<file path="config.mk">
export PLATFORM = sky130hd
export DESIGN_NAME = branch_resolver_flat
export DESIGN_NICKNAME = d
export VERILOG_FILES = /design/src/rtl/branch_resolver_pkg.sv /design/src/rtl/branch_resolver_if.sv /design/src/rtl/branch_resolver_cond.sv /design/src/rtl/branch_resolver.sv /design/src/flat_wrapper.sv
export SDC_FILE = /design/constraint.sdc
export NUM_CORES = 1
export LEC_CHECK = 0
export CAP_MARGIN = 5
export CORE_UTILIZATION = 52
export CTS_BUF_LIST = sky130_fd_sc_hd__clkbuf_16
export CTS_CLUSTER_DIAMETER = 30
export CTS_CLUSTER_SIZE = 30
export DETAILED_ROUTE_END_ITERATION = 7
export GPL_TIMING_DRIVEN = 0
export PLACE_DENSITY = 0.87
export SYNTH_ARGS = -nofsm -noshare
export SYNTH_HDL_FRONTEND = slang
export SYNTH_SLANG_ARGS = --single-unit
</file>
<file path="constraint.sdc">
create_clock -name clk -period 3.5 [get_ports clk]
set_input_delay 0.7 -clock clk [delete_from_list [all_inputs] [get_ports clk]]
set_output_delay 0.7 -clock clk [all_outputs]
set_load 0.01 [all_outputs]
</file>
<file path="src/rtl/branch_resolver_pkg.sv">
// Shared definitions for the branch resolver: funct3 codes and FSM state encoding.
package branch_resolver_pkg;

    localparam logic [2:0] F3_BEQ = 3'b000;
    localparam logic [2:0] F3_BNE = 3'b001;
    localparam logic [2:0] F3_BLT = 3'b100;
    localparam logic [2:0] F3_BGE = 3'b101;

    typedef enum logic [1:0] {
        ST_IDLE     = 2'd0,
        ST_REDIRECT = 2'd1,
        ST_FLUSH    = 2'd2
    } state_e;

endpackage

</file>
<file path="src/rtl/branch_resolver_if.sv">
// Bundle of the execute-side branch request, fetch redirect handshake and status outputs.
interface branch_resolver_if #(
    parameter int XLEN  = 32,
    parameter int CNT_W = 16
);
    logic             br_valid;
    logic             br_ready;
    logic [2:0]       br_funct3;
    logic             ne;
    logic             ge;
    logic [XLEN-1:0]  br_pc;
    logic [XLEN-1:0]  br_imm;
    logic             redirect_valid;
    logic             redirect_ready;
    logic [XLEN-1:0]  redirect_pc;
    logic             flush;
    logic             br_illegal;
    logic             br_misalign;
    logic [CNT_W-1:0] branch_count;
    logic [CNT_W-1:0] taken_count;

    modport slave (
        input  br_valid, br_funct3, ne, ge, br_pc, br_imm, redirect_ready,
        output br_ready, redirect_valid, redirect_pc, flush, br_illegal, br_misalign,
               branch_count, taken_count
    );

    modport master (
        output br_valid, br_funct3, ne, ge, br_pc, br_imm, redirect_ready,
        input  br_ready, redirect_valid, redirect_pc, flush, br_illegal, br_misalign,
               branch_count, taken_count
    );
endinterface

</file>
<file path="src/rtl/branch_resolver_cond.sv">
// Branch condition decoder: maps funct3 and comparator flags to taken/illegal.
module branch_cond
    import branch_resolver_pkg::*;
(
    input  logic [2:0] funct3,
    input  logic       ne,
    input  logic       ge,
    output logic       taken,
    output logic       illegal
);

    // Decode funct3 against the comparator flags
    always_comb begin
        taken   = 1'b0;
        illegal = 1'b0;
        case (funct3)
            F3_BEQ:  taken = ~ne;
            F3_BNE:  taken = ne;
            F3_BLT:  taken = ~ge;
            F3_BGE:  taken = ge;
            default: illegal = 1'b1;
        endcase
    end

endmodule

</file>
<file path="src/rtl/branch_resolver.sv">
// Branch resolver: decides taken/not-taken, issues a PC redirect to fetch, then flushes IF/ID.
module branch_resolver
    import branch_resolver_pkg::*;
#(
    parameter int XLEN         = 32,
    parameter int FLUSH_CYCLES = 2,
    parameter int CNT_W        = 16
) (
    input  logic            clk,
    input  logic            reset,
    branch_resolver_if.slave bus
);

    localparam logic [3:0] FLUSH_INIT = 4'(FLUSH_CYCLES - 1);

    function automatic logic [CNT_W-1:0] sat_inc(input logic [CNT_W-1:0] v);
        return (&v) ? v : v + {{(CNT_W-1){1'b0}}, 1'b1};
    endfunction

    state_e           state_q, state_d;
    logic             br_ready_q, br_ready_d;
    logic             redirect_valid_q, redirect_valid_d;
    logic [XLEN-1:0]  redirect_pc_q, redirect_pc_d;
    logic             flush_q, flush_d;
    logic [3:0]       flush_cnt_q, flush_cnt_d;
    logic             br_illegal_q, br_illegal_d;
    logic             br_misalign_q, br_misalign_d;
    logic [CNT_W-1:0] branch_count_q, branch_count_d;
    logic [CNT_W-1:0] taken_count_q, taken_count_d;

    logic            taken_s;
    logic            illegal_s;
    logic            accept_s;
    logic [XLEN-1:0] target_s;

    branch_cond u_cond (
        .funct3  (bus.br_funct3),
        .ne      (bus.ne),
        .ge      (bus.ge),
        .taken   (taken_s),
        .illegal (illegal_s)
    );

    assign accept_s = bus.br_valid & br_ready_q;
    assign target_s = bus.br_pc + bus.br_imm;

    // Next-state, output and counter computation
    always_comb begin
        state_d          = state_q;
        br_ready_d       = br_ready_q;
        redirect_valid_d = redirect_valid_q;
        redirect_pc_d    = redirect_pc_q;
        flush_d          = flush_q;
        flush_cnt_d      = flush_cnt_q;
        br_illegal_d     = 1'b0;
        br_misalign_d    = 1'b0;
        branch_count_d   = branch_count_q;
        taken_count_d    = taken_count_q;
        case (state_q)
            ST_IDLE: begin
                if (accept_s) begin
                    branch_count_d = sat_inc(branch_count_q);
                    if (illegal_s) begin
                        br_illegal_d = 1'b1;
                    end else if (taken_s && (target_s[1:0] != 2'b00)) begin
                        br_misalign_d = 1'b1;
                    end else if (taken_s) begin
                        state_d          = ST_REDIRECT;
                        br_ready_d       = 1'b0;
                        redirect_valid_d = 1'b1;
                        redirect_pc_d    = target_s;
                    end else begin
                        state_d = ST_IDLE;
                    end
                end else begin
                    state_d = ST_IDLE;
                end
            end
            ST_REDIRECT: begin
                if (bus.redirect_ready) begin
                    state_d          = ST_FLUSH;
                    redirect_valid_d = 1'b0;
                    flush_d          = 1'b1;
                    flush_cnt_d      = FLUSH_INIT;
                    taken_count_d    = sat_inc(taken_count_q);
                end else begin
                    state_d = ST_REDIRECT;
                end
            end
            ST_FLUSH: begin
                // The counter is preloaded with FLUSH_CYCLES-1 so flush spans exactly FLUSH_CYCLES
                if (flush_cnt_q == 4'd0) begin
                    state_d    = ST_IDLE;
                    flush_d    = 1'b0;
                    br_ready_d = 1'b1;
                end else begin
                    flush_cnt_d = flush_cnt_q - 4'd1;
                end
            end
            default: begin
                state_d          = ST_IDLE;
                br_ready_d       = 1'b1;
                redirect_valid_d = 1'b0;
                flush_d          = 1'b0;
                flush_cnt_d      = 4'd0;
            end
        endcase
    end

    // State and output registers
    always_ff @(posedge clk or posedge reset) begin
        if (reset) begin
            state_q          <= ST_IDLE;
            br_ready_q       <= 1'b1;
            redirect_valid_q <= 1'b0;
            redirect_pc_q    <= {XLEN{1'b0}};
            flush_q          <= 1'b0;
            flush_cnt_q      <= 4'd0;
            br_illegal_q     <= 1'b0;
            br_misalign_q    <= 1'b0;
            branch_count_q   <= {CNT_W{1'b0}};
            taken_count_q    <= {CNT_W{1'b0}};
        end else begin
            state_q          <= state_d;
            br_ready_q       <= br_ready_d;
            redirect_valid_q <= redirect_valid_d;
            redirect_pc_q    <= redirect_pc_d;
            flush_q          <= flush_d;
            flush_cnt_q      <= flush_cnt_d;
            br_illegal_q     <= br_illegal_d;
            br_misalign_q    <= br_misalign_d;
            branch_count_q   <= branch_count_d;
            taken_count_q    <= taken_count_d;
        end
    end

    assign bus.br_ready       = br_ready_q;
    assign bus.redirect_valid = redirect_valid_q;
    assign bus.redirect_pc    = redirect_pc_q;
    assign bus.flush          = flush_q;
    assign bus.br_illegal     = br_illegal_q;
    assign bus.br_misalign    = br_misalign_q;
    assign bus.branch_count   = branch_count_q;
    assign bus.taken_count    = taken_count_q;

endmodule

</file>
<file path="src/flat_wrapper.sv">
// flat-port wrapper written by rule: the top's interface ports become plain ports
module branch_resolver_flat import branch_resolver_pkg::*;
#(
    parameter int XLEN         = 32,
    parameter int FLUSH_CYCLES = 2,
    parameter int CNT_W        = 16
)
  (clk, reset, bus_br_valid, bus_br_funct3, bus_ne, bus_ge, bus_br_pc, bus_br_imm, bus_redirect_ready, bus_br_ready, bus_redirect_valid, bus_redirect_pc, bus_flush, bus_br_illegal, bus_br_misalign, bus_branch_count, bus_taken_count);
  branch_resolver_if #(.XLEN(XLEN), .CNT_W(CNT_W)) bus_i ();
  input  logic clk;
  input  logic reset;
  input wire logic [$bits(bus_i.br_valid)-1:0] bus_br_valid;
  input wire logic [$bits(bus_i.br_funct3)-1:0] bus_br_funct3;
  input wire logic [$bits(bus_i.ne)-1:0] bus_ne;
  input wire logic [$bits(bus_i.ge)-1:0] bus_ge;
  input wire logic [$bits(bus_i.br_pc)-1:0] bus_br_pc;
  input wire logic [$bits(bus_i.br_imm)-1:0] bus_br_imm;
  input wire logic [$bits(bus_i.redirect_ready)-1:0] bus_redirect_ready;
  output wire logic [$bits(bus_i.br_ready)-1:0] bus_br_ready;
  output wire logic [$bits(bus_i.redirect_valid)-1:0] bus_redirect_valid;
  output wire logic [$bits(bus_i.redirect_pc)-1:0] bus_redirect_pc;
  output wire logic [$bits(bus_i.flush)-1:0] bus_flush;
  output wire logic [$bits(bus_i.br_illegal)-1:0] bus_br_illegal;
  output wire logic [$bits(bus_i.br_misalign)-1:0] bus_br_misalign;
  output wire logic [$bits(bus_i.branch_count)-1:0] bus_branch_count;
  output wire logic [$bits(bus_i.taken_count)-1:0] bus_taken_count;
  assign bus_i.br_valid = bus_br_valid;
  assign bus_i.br_funct3 = bus_br_funct3;
  assign bus_i.ne = bus_ne;
  assign bus_i.ge = bus_ge;
  assign bus_i.br_pc = bus_br_pc;
  assign bus_i.br_imm = bus_br_imm;
  assign bus_i.redirect_ready = bus_redirect_ready;
  assign bus_br_ready = bus_i.br_ready;
  assign bus_redirect_valid = bus_i.redirect_valid;
  assign bus_redirect_pc = bus_i.redirect_pc;
  assign bus_flush = bus_i.flush;
  assign bus_br_illegal = bus_i.br_illegal;
  assign bus_br_misalign = bus_i.br_misalign;
  assign bus_branch_count = bus_i.branch_count;
  assign bus_taken_count = bus_i.taken_count;
  branch_resolver #(.XLEN(XLEN), .FLUSH_CYCLES(FLUSH_CYCLES), .CNT_W(CNT_W)) u_core (.clk(clk), .reset(reset), .bus(bus_i));
endmodule
</file>
==> metrics.txt <==
final worst clock skew 0.00632 ns; Worst Setup End Kind flop; initial core utilization 53.5%; Cell variety after synth 57; clk sink count 75; unrepaired setup endpoints after global routing no; crit path max fanout 4; Ports roughly 140; f_max ~0.31 GHz; R2R setup slack about 1.3 ns; WS Path Type input port to flop; Min Clock Period, post-route 3.24 ns; R2R Path End u_core.bus.redirect_pc[8]; Post-synth EDFFs 0; layout cells sized above 1 approximately 4.5%; overall global routing resource usage 26.1%; most common cell after layout, fill and taps aside clkdlybuf4s50_1; worst hold stages 2; reg2reg path depth 9; Cells after Synth 554; fraction of registers with async set/reset 100%; die height 99.2 µm; Max clock buf depth 2; vias in the first global route 4524; Seq/Total Area, Yosys about two fifths; Worst Setup Slack, final 0.262 ns; worst hold slack 0.480 ns; starting DRC count in detailed routing 162; GPL Wtd Cong 0.916; metal3 WL 523 µm; CTS H-tree depth 3; pwr dens 334 mW/mm²; clock latency on the worst-skew pair around 0.33 ns; Routed WL 12300 µm; I/O Buffers 141; CTS Buf Count 9; max-slew violation count 0; DRT met1 WL 5190 µm; worst min path class flop to flop; CTS hold repair buffers 0; relative slew slack between 40% and 50%; crit share post-route between 90% and 100%; placed insts 806; Gates resized, CTS repair 0; core area 0.00920 mm²; most frequent cells in the layout 141 x clkdlybuf4s50_1, 88 x nand2_1, 74 x dfrtp_1; Power Total 2.27 mW; Synth Flop Type dfrtp_1; Final Hold Viols 0; post-route ant nets 0; Synth Register Bits 75; reg-to-reg critical path startpoint u_core.state_q[1]; global-route wire length before repair 20500 µm; # rows 35; DRT Pass-1 Iters 5; wire per inst 14.9 µm; Worst Tran Pin Value 0.897 ns; Leak Pwr approximately 3.0 nW; Syn-to-layout area delta 38.1%; WL met2 6380 µm; Register Area 0.00188 mm²; DR DRC count 0; CP arrival 3.42 ns; startpoint type of the worst setup path input port; clock-pin slew on the worst setup and hold paths 0.05 ns; Cell Count, Final, Fillers Out about 820; setup bufs post-CTS 0; layout net count about 820; Mapped Avg Cell Area 8.87 µm²; TritonCTS clock tree built; # diodes 0; Max-Cap Viols 0; critical hold path startpoint u_core.bus.redirect_pc[2]; via count ~4700; WHS Endpoint u_core.bus.redirect_pc[2]; pin count of the biggest net entering global routing 76; post-DR vias/cell 5.70; DIE AREA 0.00985 mm²; die span in x 99.2 µm; Syn Nets 665; max layer used met4; WP data required 3.69 ns; antenna violations before repair 0; Synth warnings 0; number of fill cells 721; setup slack at placement -0.0633 ns; Setup Viol. Count Final 0; Congestion Overflow GR 0; multi-input logic area between 0.002 and 0.003 mm²; Max VDD drop 0.000221 V; root buffer cell clkbuf_16; HPWL after detailed placement 9800 µm; outcome completed; Syn Std Cell Area 0.00492 mm²
## Yosys cell counts (2+ instances only)
| master | count | area [µm²] |
|---|---|---|
| a21boi_0 | 2 | 15.0 |
| o311ai_0 | 2 | 17.5 |
| ha_1 | 37 | 463 |
| nor3_1 | 17 | 85.1 |
| nand2_1 | 88 | 330 |
| inv_1 | 14 | 52.6 |
| nand4_1 | 14 | 87.6 |
| o21ai_0 | 44 | 220 |
| dfrtp_1 | 74 | 1850 |
| mux2_2 | 2 | 22.5 |
| buf_2 | 4 | 20.0 |
| and3_1 | 14 | 87.6 |
| a21o_1 | 10 | 75.1 |
| mux2i_1 | 4 | 40.0 |
| clkbuf_1 | 9 | 33.8 |
| nor2b_1 | 4 | 25.0 |
| nor2_1 | 34 | 128 |
| nand3_1 | 19 | 95.1 |
| a211oi_1 | 4 | 30.0 |
| o2111ai_1 | 3 | 26.3 |
| and2_1 | 5 | 31.3 |
| or3_1 | 4 | 25.0 |
| xnor2_1 | 36 | 315 |
| xor2_1 | 22 | 193 |
| o21bai_1 | 2 | 15.0 |
| nand2b_1 | 7 | 43.8 |
| a21oi_1 | 33 | 165 |
| o211a_1 | 2 | 20.0 |
| o21ai_1 | 4 | 20.0 |
| a31oi_1 | 6 | 37.5 |
| o21a_1 | 7 | 52.6 |
| or4_1 | 2 | 15.0 |
## metrics by stage
stage | utilization, % | area, µm² | TNS [ns]
floorplan | - | 4920 | 0
global placement | 70.3 | 6470 | -15.32
detailed placement | 70.3 | 6470 | -0.121
CTS | 73.8 | 6790 | 0
global route | 73.8 | 6790 | 0
finish | 73.8 | 6790 | 0
## critical path, stage by stage
cell	delay, ns
clkdlybuf4s50_1	0.46
ha_1	0.19
inv_1	0.07
fa_1	0.39
nand2b_1	0.18
a21oi_1	0.27
o2111ai_1	0.23
and2_1	0.25
o41ai_1	0.40
xnor2_1	0.17
o21ai_0	0.10
## routing by layer
| layer | GRT usage (%) | vias up |
|---|---|---|
| li1 | - | 2277 |
| met1 | 31.5 | 2245 |
| met2 | 47.4 | 144 |
| met3 | 4.15 | 22 |
| met4 | 8.37 | 0 |
| met5 | 0 | - |
## final cells by class
type,instances,area share (%)
Multi-Input combinational cell,452,43.2
Sequential cell,75,27.7
Timing Repair Buffer,141,20.8
Clock buffer,9,3.32
Tap cell,111,2.05
Clock inverter,7,1.38
Inverter,14,0.811
Buffer,13,0.793
## kinds of logic (layout without fill, tap and decap cells)
| kind of cell | after synthesis | count (layout) | synth area share [%] |
|---|---|---|---|
| AO/OA/AOI/OAI | 134 | 134 | 17.2 |
| XOR/XNOR | 58 | 58 | 10.3 |
| adder cells (fa/ha/maj) | 38 | 38 | 9.82 |
| buffers and inverters | 27 | 184 | 2.16 |
| flip-flops | 75 | 75 | 38.2 |
| multiplexers | 6 | 6 | 1.27 |
| AND/OR/NAND/NOR | 216 | 216 | 21.0 |
## state kept, by name, summed over array words and instances, names as in the netlist
signal and count:
u_core.bus.flush 1, u_core.bus.redirect_pc 32, u_core.bus.br_ready 1, u_core.bus.branch_count 16, u_core.bus.taken_count 16, u_core.flush_cnt_q 4, u_core.bus.br_misalign 1, u_core.bus.br_illegal 1
u_core.state_q 2, u_core.bus.redirect_valid 1
## worst max-delay path by stage
stage | from | endpoint | slack [ns] | cells past startpoint
floorplan | bus_br_imm[0] | u_core.bus.redirect_pc[20] | 0.77 | 10
global placement | reset | u_core.bus.redirect_pc[29] | -0.21 | 2
finish | bus_br_imm[0] | u_core.bus.redirect_pc[20] | 0.26 | 11
global route | bus_br_imm[0] | u_core.bus.redirect_pc[20] | 0.05 | 11
detailed placement | bus_br_imm[0] | u_core.bus.redirect_pc[20] | -0.06 | 11
CTS | bus_br_imm[0] | u_core.bus.redirect_pc[20] | 0.27 | 11
## report_power, final
group | internal, mW | switching [mW] | total (mW)
Sequential | 0.867 | 0 | 0.867
Combinational | 0.199 | 0.230 | 0.429
Clock | 0.622 | 0.351 | 0.973
Total | 1.69 | 0.582 | 2.27
(Power assumes the default switching activity.)
